$ cat config.mk
export PLATFORM = sky130hd
export DESIGN_NAME = ifetch_prefetch_flat
export DESIGN_NICKNAME = d
export VERILOG_FILES = /design/src/rtl/ifetch_pkg.sv /design/src/rtl/ifetch_prefetch_if.sv /design/src/rtl/sync_fifo.sv /design/src/rtl/ifetch_prefetch.sv /design/src/flat_wrapper.sv
export SDC_FILE = /design/constraint.sdc
export NUM_CORES = 1
export LEC_CHECK = 0
export ABC_AREA = 1
export CAP_MARGIN = 25
export CORE_MARGIN = 2
export CORE_UTILIZATION = 45
export CTS_BUF_LIST = sky130_fd_sc_hd__clkbuf_16
export CTS_CLUSTER_SIZE = 10
export DETAILED_ROUTE_END_ITERATION = 10
export PLACE_DENSITY = 0.78
export SLEW_MARGIN = 20
export SYNTH_ARGS = -nofsm -noshare
export SYNTH_HDL_FRONTEND = slang
export SYNTH_HIERARCHICAL = 1
export SYNTH_SLANG_ARGS = --single-unit
$ cat constraint.sdc
create_clock -name clk -period 3.8 [get_ports clk]
set_input_delay 0.76 -clock clk [delete_from_list [all_inputs] [get_ports clk]]
set_output_delay 0.76 -clock clk [all_outputs]
set_load 0.02 [all_outputs]
$ cat src/rtl/ifetch_pkg.sv
// rtl/ifetch_pkg.sv - shared types and defaults for the instruction-fetch front end
package ifetch_pkg;

    localparam int AW_DEF    = 8;
    localparam int DW_DEF    = 8;
    localparam int DEPTH_DEF = 4;

    typedef enum logic [1:0] {
        IDLE    = 2'd0,
        REQ     = 2'd1,
        DISCARD = 2'd2
    } fetch_state_t;

    // Prefetch FIFO entry: fetch address in the upper bits, fetched byte below.
    typedef struct packed {
        logic [AW_DEF-1:0] pc;
        logic [DW_DEF-1:0] data;
    } fifo_entry_t;

endpackage

$ cat src/rtl/ifetch_prefetch_if.sv
// rtl/ifetch_prefetch_if.sv - one MemController requester port
interface ifetch_prefetch_if #(
    parameter int AW = 8,
    parameter int DW = 8
);
    logic          rden;
    logic          wren;
    logic [AW-1:0] addr;
    logic [DW-1:0] din;
    logic          acq;
    logic [DW-1:0] q;

    modport master (output rden, wren, addr, din, input acq, q);
    modport slave  (input rden, wren, addr, din, output acq, q);
endinterface

$ cat src/rtl/sync_fifo.sv
// rtl/sync_fifo.sv - single-clock FIFO with push/pop/clear, occupancy count and head read
module sync_fifo #(
    parameter  int W     = 16,
    parameter  int DEPTH = 4,
    localparam int CW    = $clog2(DEPTH) + 1
) (
    input  logic          clk,
    input  logic          rst,
    input  logic          clear,
    input  logic          push,
    input  logic [W-1:0]  push_data,
    input  logic          pop,
    output logic [W-1:0]  head,
    output logic [CW-1:0] count
);
    localparam int PW = $clog2(DEPTH);

    logic [W-1:0]  mem [DEPTH];
    logic [PW-1:0] rd_ptr;
    logic [PW-1:0] wr_ptr;

    always_ff @(posedge clk) begin
        if (rst || clear) begin
            rd_ptr <= '0;
            wr_ptr <= '0;
            count  <= '0;
        end else begin
            if (push) wr_ptr <= wr_ptr + 1'b1;
            if (pop)  rd_ptr <= rd_ptr + 1'b1;
            case ({push, pop})
                2'b10:   count <= count + 1'b1;
                2'b01:   count <= count - 1'b1;
                default: count <= count;
            endcase
        end
    end

    always_ff @(posedge clk) begin
        if (push && !rst && !clear) mem[wr_ptr] <= push_data;
    end

    // Empty FIFO reads as zero so the head outputs are defined out of reset.
    assign head = (count != '0) ? mem[rd_ptr] : '0;

endmodule

$ cat src/rtl/ifetch_prefetch.sv
// rtl/ifetch_prefetch.sv - fetch PC walker, MemController requester and prefetch buffer
module ifetch_prefetch
    import ifetch_pkg::*;
#(
    parameter int            AW       = AW_DEF,
    parameter int            DW       = DW_DEF,
    parameter int            DEPTH    = DEPTH_DEF,
    parameter logic [AW-1:0] RESET_PC = '0
) (
    input  logic                   clk,
    input  logic                   rst,
    input  logic                   pc_load,
    input  logic [AW-1:0]          pc_target,
    input  logic                   instr_ready,
    output logic                   instr_valid,
    output logic [DW-1:0]          instr_data,
    output logic [AW-1:0]          instr_pc,
    ifetch_prefetch_if.master      mem,
    output logic [AW-1:0]          fetch_pc,
    output logic [$clog2(DEPTH):0] fifo_count
);
    localparam int CW = $clog2(DEPTH) + 1;

    fetch_state_t     state, state_n;
    logic             rden_q, rden_n;
    logic [AW-1:0]    addr_q, addr_n;
    logic [AW-1:0]    pc_q, pc_n;
    logic             fifo_push, fifo_pop, fifo_clear;
    logic [AW+DW-1:0] head;
    logic [CW:0]      post_count;

    assign instr_valid = (fifo_count != '0);
    assign fifo_pop    = instr_valid && instr_ready && !pc_load;
    assign post_count  = {1'b0, fifo_count} + (CW+1)'(1) - (CW+1)'(fifo_pop);

    always_ff @(posedge clk) begin
        if (rst) begin
            state  <= IDLE;
            rden_q <= 1'b0;
            addr_q <= '0;
            pc_q   <= RESET_PC;
        end else begin
            state  <= state_n;
            rden_q <= rden_n;
            addr_q <= addr_n;
            pc_q   <= pc_n;
        end
    end

    always_comb begin
        state_n    = state;
        rden_n     = rden_q;
        addr_n     = addr_q;
        pc_n       = pc_q;
        fifo_push  = 1'b0;
        fifo_clear = 1'b0;
        case (state)
            IDLE: begin
                if (pc_load) begin
                    pc_n       = pc_target;
                    fifo_clear = 1'b1;
                end else if (fifo_count < CW'(DEPTH)) begin
                    state_n = REQ;
                    rden_n  = 1'b1;
                    addr_n  = pc_q;
                end
            end
            REQ: begin
                if (pc_load) begin
                    // A read still outstanding must be retired before a new address is issued.
                    pc_n       = pc_target;
                    fifo_clear = 1'b1;
                    if (mem.acq) begin
                        state_n = IDLE;
                        rden_n  = 1'b0;
                    end else begin
                        state_n = DISCARD;
                    end
                end else if (mem.acq) begin
                    fifo_push = 1'b1;
                    pc_n      = addr_q + 1'b1;
                    if (post_count < (CW+1)'(DEPTH)) begin
                        addr_n = addr_q + 1'b1;
                    end else begin
                        state_n = IDLE;
                        rden_n  = 1'b0;
                    end
                end
            end
            DISCARD: begin
                if (pc_load) begin
                    pc_n       = pc_target;
                    fifo_clear = 1'b1;
                end
                if (mem.acq) begin
                    state_n = IDLE;
                    rden_n  = 1'b0;
                end
            end
            default: begin
                state_n = IDLE;
                rden_n  = 1'b0;
            end
        endcase
    end

    sync_fifo #(
        .W     (AW + DW),
        .DEPTH (DEPTH)
    ) u_fifo (
        .clk       (clk),
        .rst       (rst),
        .clear     (fifo_clear),
        .push      (fifo_push),
        .push_data ({addr_q, mem.q}),
        .pop       (fifo_pop),
        .head      (head),
        .count     (fifo_count)
    );

    assign instr_pc   = head[AW+DW-1:DW];
    assign instr_data = head[DW-1:0];
    assign fetch_pc   = pc_q;
    assign mem.rden   = rden_q;
    assign mem.addr   = addr_q;
    assign mem.wren   = 1'b0;
    assign mem.din    = '0;

endmodule
$ cat src/flat_wrapper.sv
// flat-port wrapper written by rule: the top's interface ports become plain ports
module ifetch_prefetch_flat import ifetch_pkg::*;
#(
    parameter int            AW       = AW_DEF,
    parameter int            DW       = DW_DEF,
    parameter int            DEPTH    = DEPTH_DEF,
    parameter logic [AW-1:0] RESET_PC = '0
)
  (clk, rst, pc_load, pc_target, instr_ready, instr_valid, instr_data, instr_pc, fetch_pc, fifo_count, mem_rden, mem_wren, mem_addr, mem_din, mem_acq, mem_q);
  ifetch_prefetch_if #(.AW(AW), .DW(DW)) mem_i ();
  input  logic clk;
  input  logic rst;
  input  logic pc_load;
  input  logic [AW-1:0] pc_target;
  input  logic instr_ready;
  output logic instr_valid;
  output logic [DW-1:0] instr_data;
  output logic [AW-1:0] instr_pc;
  output logic [AW-1:0] fetch_pc;
  output logic [$clog2(DEPTH):0] fifo_count;
  output wire logic [$bits(mem_i.rden)-1:0] mem_rden;
  output wire logic [$bits(mem_i.wren)-1:0] mem_wren;
  output wire logic [$bits(mem_i.addr)-1:0] mem_addr;
  output wire logic [$bits(mem_i.din)-1:0] mem_din;
  input wire logic [$bits(mem_i.acq)-1:0] mem_acq;
  input wire logic [$bits(mem_i.q)-1:0] mem_q;
  assign mem_rden = mem_i.rden;
  assign mem_wren = mem_i.wren;
  assign mem_addr = mem_i.addr;
  assign mem_din = mem_i.din;
  assign mem_i.acq = mem_acq;
  assign mem_i.q = mem_q;
  ifetch_prefetch #(.AW(AW), .DW(DW), .DEPTH(DEPTH), .RESET_PC(RESET_PC)) u_core (.clk(clk), .rst(rst), .pc_load(pc_load), .pc_target(pc_target), .instr_ready(instr_ready), .instr_valid(instr_valid), .instr_data(instr_data), .instr_pc(instr_pc), .mem(mem_i), .fetch_pc(fetch_pc), .fifo_count(fifo_count));
endmodule
==> metrics.md, run 1 <==
| Metric | Value |
|---|---|
| Worst skew pair latency | `0.33 ns` |
| Gpl congestion | `0.8328` |
| PortBufs | `57` |
| Final Hold Violating Endpoints | `0` |
| Async SR Flop Fraction | `0%` |
| Die Footprint | `10300 um2` |
| Status | `completed` |
| RSZ-0062 raised after global routing | `no` |
| N_diodes | `0` |
| Clock Sinks | `92` |
| CTS-repair resized insts | `0` |
| Cell type with the largest total area after synthesis | `edfxtp_1` |
| Detailed Place HPWL | `5.625 mm` |
| Non-Filler Instances | `658` |
| Worst-path maximum fanout | `15` |
| Die Wd | `101.5 um` |
| Number of max-cap violations | `0` |
| FMAX | `323.1 MHz` |
| Reg2Reg Launch Point | `u_core/state[0]$_SDFFE_PP0P_` |
| Final Skew | `0.004838 ns` |
| CTS Hold Buffers Added | `0` |
| DRC | `0` |
| Netlist cell types | `27` |
| Vias in the first global route | `3070` |
| Largest family of logic cells by synthesized area | `simple AND/OR/NAND/NOR gates` |
| Initial Utilization | `46.30%` |
| Vias/cell | `4.743` |
| Total wire length | `8.316 mm` |
| Multiplexer share of the synthesized area | `0%` |
| Initial DRC Count | `123` |
| Largest net degree at the start of global routing | `33` |
| Cts bufs inserted | `9` |
| Synth Area in Compound Gates | `8.745%` |
| Global route overflow | `0` |
| Synth Area in Simple Gates | `22.02%` |
| Core area | `9240 um2` |
| Slew HR | `40.47%` |
| Leak Pwr | `0.002076 uW` |
| Post-synthesis adder-cell area fraction | `2.223%` |
| Most frequent cell after synthesis | `nand2_1` |
| Clock period minus worst slack | `3.095 ns` |
| Reg2reg end | `u_core/u_fifo/count[1]$_SDFFE_PP0P_` |
| Cell count after synthesis | `465` |
| CP max stage delay | `0.74 ns` |
| Crit share post-route | `81.45%` |
| CP bufs+invs | `2` |
| Maximum vdd drop | `0.2749 mV` |
| Ports | `67` |
| Pwr dens | `403.2 nW/um2` |
| First-pass GRT wire length | `13.90 mm` |
| Nets | `552` |
| Critical Path Sink Type | `output port` |
| Top-area cell type share of the netlist area | `44.93%` |
| Post-synth top flop | `edfxtp_1` |
| Routed WL per cell | `12.64 um` |
| Pre-Repair DR Iteration Count | `4` |
| Layout cell share with drive strength beyond 1 | `7.940%` |
| Synthesis-to-layout area growth | `20.15%` |
| Final Core Density | `55.63%` |
| Worst-margin pin slew | `0.8900 ns` |
| FF+latch count, synth | `92` |
| Mean Syn Cell Area | `9.200 um2` |
| CTS root buffer | `clkbuf_16` |
| CP arrival | `2.34 ns` |
| Reg2reg setup slack | `1.64 ns` |
| Sequential fraction of the synthesis area | `58.03%` |
| Via Count | `3121` |
| R2R depth | `7` |
| Synth Area in XOR/XNOR | `0.2047%` |
| Setup Viol. Count Final | `0` |
| Synth area leaders | `edfxtp_1 45%, dfxtp_1 13%, nand2_1 12%, nor2_1 5.7%, inv_1 3.5%` |
| CP endpoint | `instr_pc[5]` |
| CTS H-tree lvls | `3` |
| Register clock-pin slew on the reported worst setup and hold paths | `0.06 ns` |
| Dpl cells | `642` |
| Crit path max-delay family | `buffers and inverters` |
| Mapped Area | `4278 um2` |
| CTS tree | `done` |
| Cell mode on critical path | `nor2_1` |
| Crit path kind | `register to output port` |
| Most instantiated cells after synthesis | `132 x nand2_1, 65 x nor2_1, 64 x edfxtp_1` |
| Initial antenna violation count | `0` |
| Post-synth EDFFs | `64` |
| Die Ht | `101.5 um` |
| Row cnt | `35` |
| Crit path required time | `3.04 ns` |
| Critical hold path startpoint | `u_core/u_fifo/rd_ptr[1]$_SDFFE_PP0P_` |
| Min-delay worst type | `register to register` |
| Post-CTS setup buffer count | `0` |
| GRT Total Usage | `17.19%` |
| CP Depth | `6` |
| Longest Clk Path Bufs | `2` |
| Finished Cell Area | `5140 um2` |
| Final TNS setup | `0 ns` |
| Placed instance area | `4886 um2` |
| Startpoint Class | `register` |
| CP max stage cell | `dfxtp_1` |
| Final Max Slew Viols | `0` |
| Syn. warnings | `6` |
| Worst-path cell chain | `buf_4 > nor2_1 > nor2_1 > o21ai_1 > a21oi_2 > clkdlybuf4s50_1` |
| Remaining antenna violation count | `0` |
==> per-stage QoR <==
stage                     power [uW]  hold WS, ns  setup slack [ns]
after floorplan                 1258       0.4117             1.437
after global placement          1328       0.4248             1.026
after detailed placement        1333       0.4414            0.9504
after CTS                       2093       0.4505            0.6911
after global routing            2162       0.4751            0.5476
final                           2072       0.4434            0.7048
==> worst register-to-register path, cell delays in order (launching register included) <==
cell and delay (ns):
dfxtp_1 0.41, nand2_1 0.33, nor3_1 0.32, inv_1 0.15, ha_1 0.24, inv_1 0.09
fa_1 0.41, a21oi_1 0.15
==> cell families (layout without fill, tap and decap cells) <==
kind of cell / after synthesis / in the layout
flops: 92 / 92
simple gates: 230 / 230
compound gates: 68 / 68
xor+xnor: 1 / 1
other cells: 1 / 9
buf+inv: 66 / 122
fa+ha+maj: 7 / 7
==> cells in the final DEF (no fill, tap or decap), drive strengths merged <==
master,Yosys,layout
ha,6,6
dfxtp,28,28
conb,1,9
clkinv,0,4
clkdlybuf4s50,0,57
nand2,146,146
nor3,2,2
nand4,3,3
buf,24,7
a21oi,29,29
o211ai,1,1
fa,1,1
edfxtp,64,64
a31oi,4,4
nor2,65,65
inv,42,45
nand3,14,14
clkbuf,0,9
xnor2,1,1
o21ai,34,34
==> how the worst min path moves through the flow <==
| stage | endpoint | cells after the start |
|---|---|---|
| floorplan | register | 1 |
| detailed placement | register | 1 |
| finish | u_core/u_fifo/rd_ptr[1]$_SDFFE_PP0P_ | 1 |
| global route | u_core/u_fifo/rd_ptr[1]$_SDFFE_PP0P_ | 1 |
| CTS | u_core/u_fifo/rd_ptr[1]$_SDFFE_PP0P_ | 1 |
| global placement | u_core/u_fifo/rd_ptr[1]$_SDFFE_PP0P_ | 1 |
==> metal layers <==
metal	global-route usage (%)	vias to the layer above	wire, um
met2	28.80	105	3973
met4	5.717	0	46
li1	-	1615	-
met1	22.03	1396	3770
met3	4.003	5	525
met5	0	-	0
==> flip-flops by register name (all words and copies together), names as in the netlist, named ones only <==
signal	count
u_core/u_fifo/mem	64
u_core/fetch_pc	8
u_core/mem.rden	1
u_core/mem.addr	8
u_core/u_fifo/count	3
u_core/state	2
u_core/u_fifo/wr_ptr	2
u_core/u_fifo/rd_ptr	2
==> layout make-up <==
| class | count | area [um2] |
|---|---|---|
| clock inverter | 7 | 28.78 |
| tap | 129 | 161.4 |
| multi-input combinational | 315 | 1454 |
| fill | 809 | 4100 |
| clock buffer | 9 | 225.2 |
| sequential | 92 | 2482 |
| timing repair buffer | 64 | 623.1 |
| inverter | 42 | 165.2 |
==> power breakdown <==
group	total, uW	switching, uW	internal [uW]
Combinational	195	113	82.0
Sequential	1120	26.4	1090
Clock	759	330	429
Total	2070	469	1600
Note: power is estimated with default switching activity, not from simulation.
==> run 2, diff against run 1 <==
--- a/config.mk
+++ b/config.mk
@@ -12,7 +12,7 @@
 export CTS_BUF_LIST = sky130_fd_sc_hd__clkbuf_16
 export CTS_CLUSTER_SIZE = 10
 export DETAILED_ROUTE_END_ITERATION = 10
-export PLACE_DENSITY = 0.78
+export PLACE_DENSITY = 0.8
 export SLEW_MARGIN = 20
 export SYNTH_ARGS = -nofsm -noshare
 export SYNTH_HDL_FRONTEND = slang
==> constraint.sdc (replaced) <==
create_clock -name clk -period 2.6 [get_ports clk]
set_input_delay 0.52 -clock clk [delete_from_list [all_inputs] [get_ports clk]]
set_output_delay 0.52 -clock clk [all_outputs]
set_load 0.02 [all_outputs]
==> run 2 against run 1 <==
Die area is the same; routed wire length grew 2.7%; global-route usage up 0.11 points; final area increased by 2.3%; non-clock buffer count up 5; critical endpoint is now instr_pc[1].
==> metrics.md, run 2 (same netlist as run 1, synthesis figures left out) <==
| Metric | Value |
|---|---|
| Combinational Power Share | `9.2%` |
| CTS tree | `done` |
| Net Switching | `742.0 uW` |
| Via Count | `3231` |
| CTS H-tree lvls | `3` |
| CP Depth | `7` |
| Global route overflow | `0` |
| Worst setup margin | `0.1130 ns` |
| Layout cell share with drive strength beyond 1 | `9.363%` |
| N_diodes | `0` |
| Leak Pwr | `0.002190 uW` |
| Cts bufs inserted | `9` |
| Register clock-pin slew on the reported worst setup and hold paths | `0.06 ns` |
| Worst skew pair latency | `0.33 ns` |
| Setup Viol. Count Final | `0` |
| Detailed Place HPWL | `5.677 mm` |
| Longest Clk Path Bufs | `2` |
| Worst-path cell chain | `buf_12 > inv_8 > nand2_1 > nand2_1 > nand2_1 > a21oi_2 > clkdlybuf4s50_1` |
| Min-delay worst type | `register to register` |
| DRC | `0` |
| Vias/cell | `4.873` |
| Vias in the first global route | `3048` |
| CP arrival | `1.97 ns` |
| Die Ht | `101.5 um` |
| FMAX | `402.1 MHz` |
| Switching share of power | `23.08%` |
| Startpoint Class | `register` |
| Largest Register | `u_core/u_fifo/mem` |
| Cell mode on critical path | `nand2_1` |
| Commonest non-fill, non-tap cell in the layout | `nand2_1` |
| Reg power frac | `50.9%` |
| Commonest cells after routing, fill and taps aside | `132 x nand2_1, 65 x nor2_1, 64 x edfxtp_1` |
| Remaining antenna violation count | `0` |
| Clock period minus worst slack | `2.487 ns` |
| Worst-path maximum fanout | `33` |
| Reg2reg setup slack | `0.61 ns` |
| Final Skew | `0.008799 ns` |
| Crit path max-delay family | `buffers and inverters` |
| Critical Path Sink Type | `output port` |
| CP bufs+invs | `3` |
| Total wire length | `8.541 mm` |
| Max FFs per register | `64` |
| Filler Cells Inserted | `771` |
| Initial Utilization | `46.30%` |
| CP max stage cell | `clkdlybuf4s50_1` |
| Final Max Slew Viols | `0` |
| Pwr dens | `611.6 nW/um2` |
| Reg2reg end | `u_core/u_fifo/count[2]$_SDFFE_PP0P_` |
| Die Footprint | `10300 um2` |
| Crit path required time | `2.08 ns` |
| Dpl cells | `646` |
| Clock share of power | `40.0%` |
| Synthesis-to-layout area growth | `22.87%` |
| CP endpoint | `instr_pc[1]` |
| Internal Pwr Total | `2473 uW` |
| Routed WL per cell | `12.88 um` |
| Core area | `9240 um2` |
| Crit share post-route | `95.65%` |
| Nets | `557` |
| Reg2Reg Launch Point | `u_core/u_fifo/count[2]$_SDFFE_PP0P_` |
| PortBufs | `57` |
| R2R depth | `11` |
| Initial antenna violation count | `0` |
| Pre-CTS WS | `0.01814 ns` |
| Gpl congestion | `0.8110` |
| Final Hold Violating Endpoints | `0` |
| Maximum vdd drop | `0.3866 mV` |
| Number of max-cap violations | `0` |
| Status | `completed` |
| Crit path kind | `register to output port` |
| CTS root buffer | `clkbuf_16` |
| Largest net degree at the start of global routing | `34` |
| Non-Filler Instances | `663` |
| Row cnt | `35` |
| First-pass GRT wire length | `13.88 mm` |
| Initial DRC Count | `115` |
| Pre-Repair DR Iteration Count | `4` |
| GRT Total Usage | `17.30%` |
| CP max stage delay | `0.61 ns` |
| Clock Sinks | `92` |
| Ports | `67` |
| Die Wd | `101.5 um` |
run 2: cell types whose count changed in the layout (fill, tap and decap cells not counted):
cell	before	now
buf_12	0	2
buf_4	7	10
bufinv_16	0	1
clkdlybuf4s50_1	57	53
clkinv_2	2	0
clkinv_4	0	1
dlymetal6s2s_1	0	4
inv_1	43	40
inv_6	0	3
run 2: power by group through the flow:
stage	clock (uW)	sequential, uW	combinational, uW
2_1_floorplan	0	1680	155
3_3_place_gp	0	1660	284
3_5_place_dp	0	1670	289
4_1_cts	1290	1630	294
5_1_grt	1350	1640	325
6_report	1280	1630	295
run 2: worst min path at each step:
| stage | start | to | slack (ns) | cells after the start |
|---|---|---|---|---|
| 2_1_floorplan | u_core/u_fifo/rd_ptr[1]$_SDFFE_PP0P_ | register | 0.41 | 1 |
| 3_3_place_gp | u_core/u_fifo/rd_ptr[1]$_SDFFE_PP0P_ | u_core/u_fifo/rd_ptr[1]$_SDFFE_PP0P_ | 0.43 | 1 |
| 3_5_place_dp | u_core/u_fifo/rd_ptr[1]$_SDFFE_PP0P_ | u_core/u_fifo/rd_ptr[1]$_SDFFE_PP0P_ | 0.43 | 1 |
| 4_1_cts | u_core/u_fifo/rd_ptr[1]$_SDFFE_PP0P_ | u_core/u_fifo/rd_ptr[1]$_SDFFE_PP0P_ | 0.46 | 1 |
| 5_1_grt | u_core/u_fifo/rd_ptr[1]$_SDFFE_PP0P_ | u_core/u_fifo/rd_ptr[1]$_SDFFE_PP0P_ | 0.49 | 1 |
| 6_report | u_core/u_fifo/rd_ptr[1]$_SDFFE_PP0P_ | u_core/u_fifo/rd_ptr[1]$_SDFFE_PP0P_ | 0.45 | 1 |
run 2: per-stage QoR:
step | hold slack (ns) | total power (uW) | setup TNS, ns | cell area (um2) | utilization [%]
finish | 0.4524 | 3215 | 0 | 5256 | 56.89
global placement | 0.4303 | 1947 | 0 | 4928 | 53.34
detailed placement | 0.4296 | 1955 | 0 | 4928 | 53.34
floorplan | 0.4117 | 1838 | 0 | 4308 | -
global route | 0.4874 | 3319 | -0.02051 | 5256 | 56.89
CTS | 0.4582 | 3223 | 0 | 5246 | 56.78
run 2: layout make-up:
cell class	instances	area (um2)	share of cell area, %
inverters	42	165.2	3.142
well taps	129	161.4	3.071
multi-input cells	315	1454	27.66
repair buffers	69	695.7	13.23
flip-flops and latches	92	2482	47.23
clock buffers	9	225.2	4.285
clock inverters	7	72.57	1.381
run 2: metal layers:
metal | track usage [%] | wire length [um]
met1 | 21.37 | 3672
met2 | 30.21 | 4301
met3 | 3.037 | 477
met4 | 6.549 | 90
met5 | 0 | 0
run 2: timing repair:
| action | 4_1_cts | 5_1_grt |
|---|---|---|
| gates cloned | 0 | 0 |
| hold buffers | 0 | 0 |
| hold endpoints to repair | 0 | 0 |
| gates resized for setup | 0 | 4 |
| buffers inserted | 1 | 0 |
| endpoints found under the setup margin | 15 | 4 |
| pin swaps | 1 | 0 |
==> run 3, diff against run 2 <==
--- a/config.mk
+++ b/config.mk
@@ -12,7 +12,9 @@
 export CTS_BUF_LIST = sky130_fd_sc_hd__clkbuf_16
 export CTS_CLUSTER_SIZE = 10
 export DETAILED_ROUTE_END_ITERATION = 10
+export MAX_ROUTING_LAYER = met4
 export PLACE_DENSITY = 0.8
+export SKIP_CTS_REPAIR_TIMING = 1
 export SLEW_MARGIN = 20
 export SYNTH_ARGS = -nofsm -noshare
 export SYNTH_HDL_FRONTEND = slang
==> run 3 against run 2 <==
Final area is the same; hold slack gained 0.0031 ns; power shrank 0.14%; via count grew 0.37%; non-clock buffer count is the same; die area is the same; cell count is the same; sequential share of layout area is the same; count of clock-buffer cells in the layout is the same; global-route usage grew 0.56 points; critical path type unchanged; critical endpoint unchanged.
==> metrics.md, run 3 (same netlist as run 1, synthesis figures left out) <==
| Metric | Value |
|---|---|
| Crit path max-delay family | `buffers and inverters` |
| Final Skew | `0.005696 ns` |
| Final TNS setup | `0 ns` |
| Ports | `67` |
| Vias in the first global route | `3046` |
| Die Ht | `101.5 um` |
| Worst skew pair latency | `0.33 ns` |
| Longest Clk Path Bufs | `2` |
| Via Count | `3243` |
| Largest Register | `u_core/u_fifo/mem` |
| Initial Utilization | `46.30%` |
| Routed WL per cell | `12.92 um` |
| Leak Pwr | `0.002190 uW` |
| Commonest cells after routing, fill and taps aside | `132 x nand2_1, 65 x nor2_1, 64 x edfxtp_1` |
| Setup Viol. Count Final | `0` |
| Max FFs per register | `64` |
| Crit path required time | `2.08 ns` |
| Final Max Slew Viols | `0` |
| Nets | `557` |
| Crit share post-route | `95.72%` |
| Worst-path maximum fanout | `33` |
| Pre-Repair DR Iteration Count | `5` |
| Cell mode on critical path | `nand2_1` |
| Clock period minus worst slack | `2.489 ns` |
| Die Footprint | `10300 um2` |
| Row cnt | `35` |
| GRT Total Usage | `17.86%` |
| DRC | `0` |
| CTS root buffer | `clkbuf_16` |
| Pwr dens | `610.7 nW/um2` |
| Crit path kind | `register to output port` |
| CTS H-tree lvls | `3` |
| Global route overflow | `0` |
| Vias/cell | `4.891` |
| Gpl congestion | `0.8229` |
| Layout cell share with drive strength beyond 1 | `9.363%` |
| Worst-path cell chain | `buf_12 > inv_8 > nand2_1 > nand2_1 > nand2_1 > a21oi_2 > clkdlybuf4s50_1` |
| Number of max-cap violations | `0` |
| CP max stage delay | `0.61 ns` |
| CP bufs+invs | `3` |
| Core area | `9240 um2` |
| PortBufs | `57` |
| Min-delay worst type | `register to register` |
| N_diodes | `0` |
| Largest net degree at the start of global routing | `34` |
| Dpl cells | `646` |
| Synthesis-to-layout area growth | `22.87%` |
| Initial antenna violation count | `0` |
| Non-Filler Instances | `663` |
| Initial DRC Count | `139` |
| CTS tree | `done` |
| First-pass GRT wire length | `13.89 mm` |
| Remaining antenna violation count | `0` |
| Commonest non-fill, non-tap cell in the layout | `nand2_1` |
| CP arrival | `1.97 ns` |
| Pwr Total | `3210 uW` |
| Die Wd | `101.5 um` |
| Startpoint Class | `register` |
| Status | `completed` |
| FMAX | `401.8 MHz` |
| Clock Sinks | `92` |
| Total wire length | `8.563 mm` |
| Final Hold Violating Endpoints | `0` |
| Maximum vdd drop | `0.3853 mV` |
| Critical Path Sink Type | `output port` |
| Cts bufs inserted | `9` |
| CP max stage cell | `clkdlybuf4s50_1` |
| Detailed Place HPWL | `5.677 mm` |
| Register clock-pin slew on the reported worst setup and hold paths | `0.06 ns` |
## run 3: metrics by stage
| step | instance area [um2] | hold WS [ns] | setup slack, ns | util (%) |
|---|---|---|---|---|
| 4_1_cts | 5226 | 0.4582 | -0.08477 | 56.56 |
| 3_5_place_dp | 4928 | 0.4296 | 0.01814 | 53.34 |
| 2_1_floorplan | 4308 | 0.4117 | 0.4769 | - |
| 5_1_grt | 5256 | 0.4955 | -0.01980 | 56.89 |
| 6_report | 5256 | 0.4556 | 0.1112 | 56.89 |
| 3_3_place_gp | 4928 | 0.4303 | 0.1770 | 53.34 |
## run 3: power by group
group	total, uW	internal (uW)	switching, uW
sequential	1630	1600	38.7
combinational	295	127	168
clock	1280	749	531
## run 3: metal layers
layer	routed length, um	vias up	track usage, %
met2	4238	120	30.21
met3	490	10	2.830
li1	-	1624	-
met4	87	0	6.549
met5	0	-	-
met1	3746	1489	21.55
## run 3: path summary, 6_finish.rpt
check	from	end	slack [ns]	depth (start not counted)
hold reg to reg	u_core/u_fifo/rd_ptr[1]$_SDFFE_PP0P_	register	0.46	1
hold / removal	u_core/u_fifo/rd_ptr[1]$_SDFFE_PP0P_	register	0.46	1
setup / recovery	register	instr_pc[1]	0.11	7
setup reg to reg	u_core/u_fifo/count[2]$_SDFFE_PP0P_	u_core/u_fifo/count[2]$_SDFFE_PP0P_	0.60	11
## run 3: layout make-up
class	count	area, um2
tap	129	161.4
multi-input combinational	315	1454
clock inverter	7	72.57
fill	770	3984
clock buffer	9	225.2
timing repair buffer	69	695.7
sequential	92	2482
inverter	42	165.2
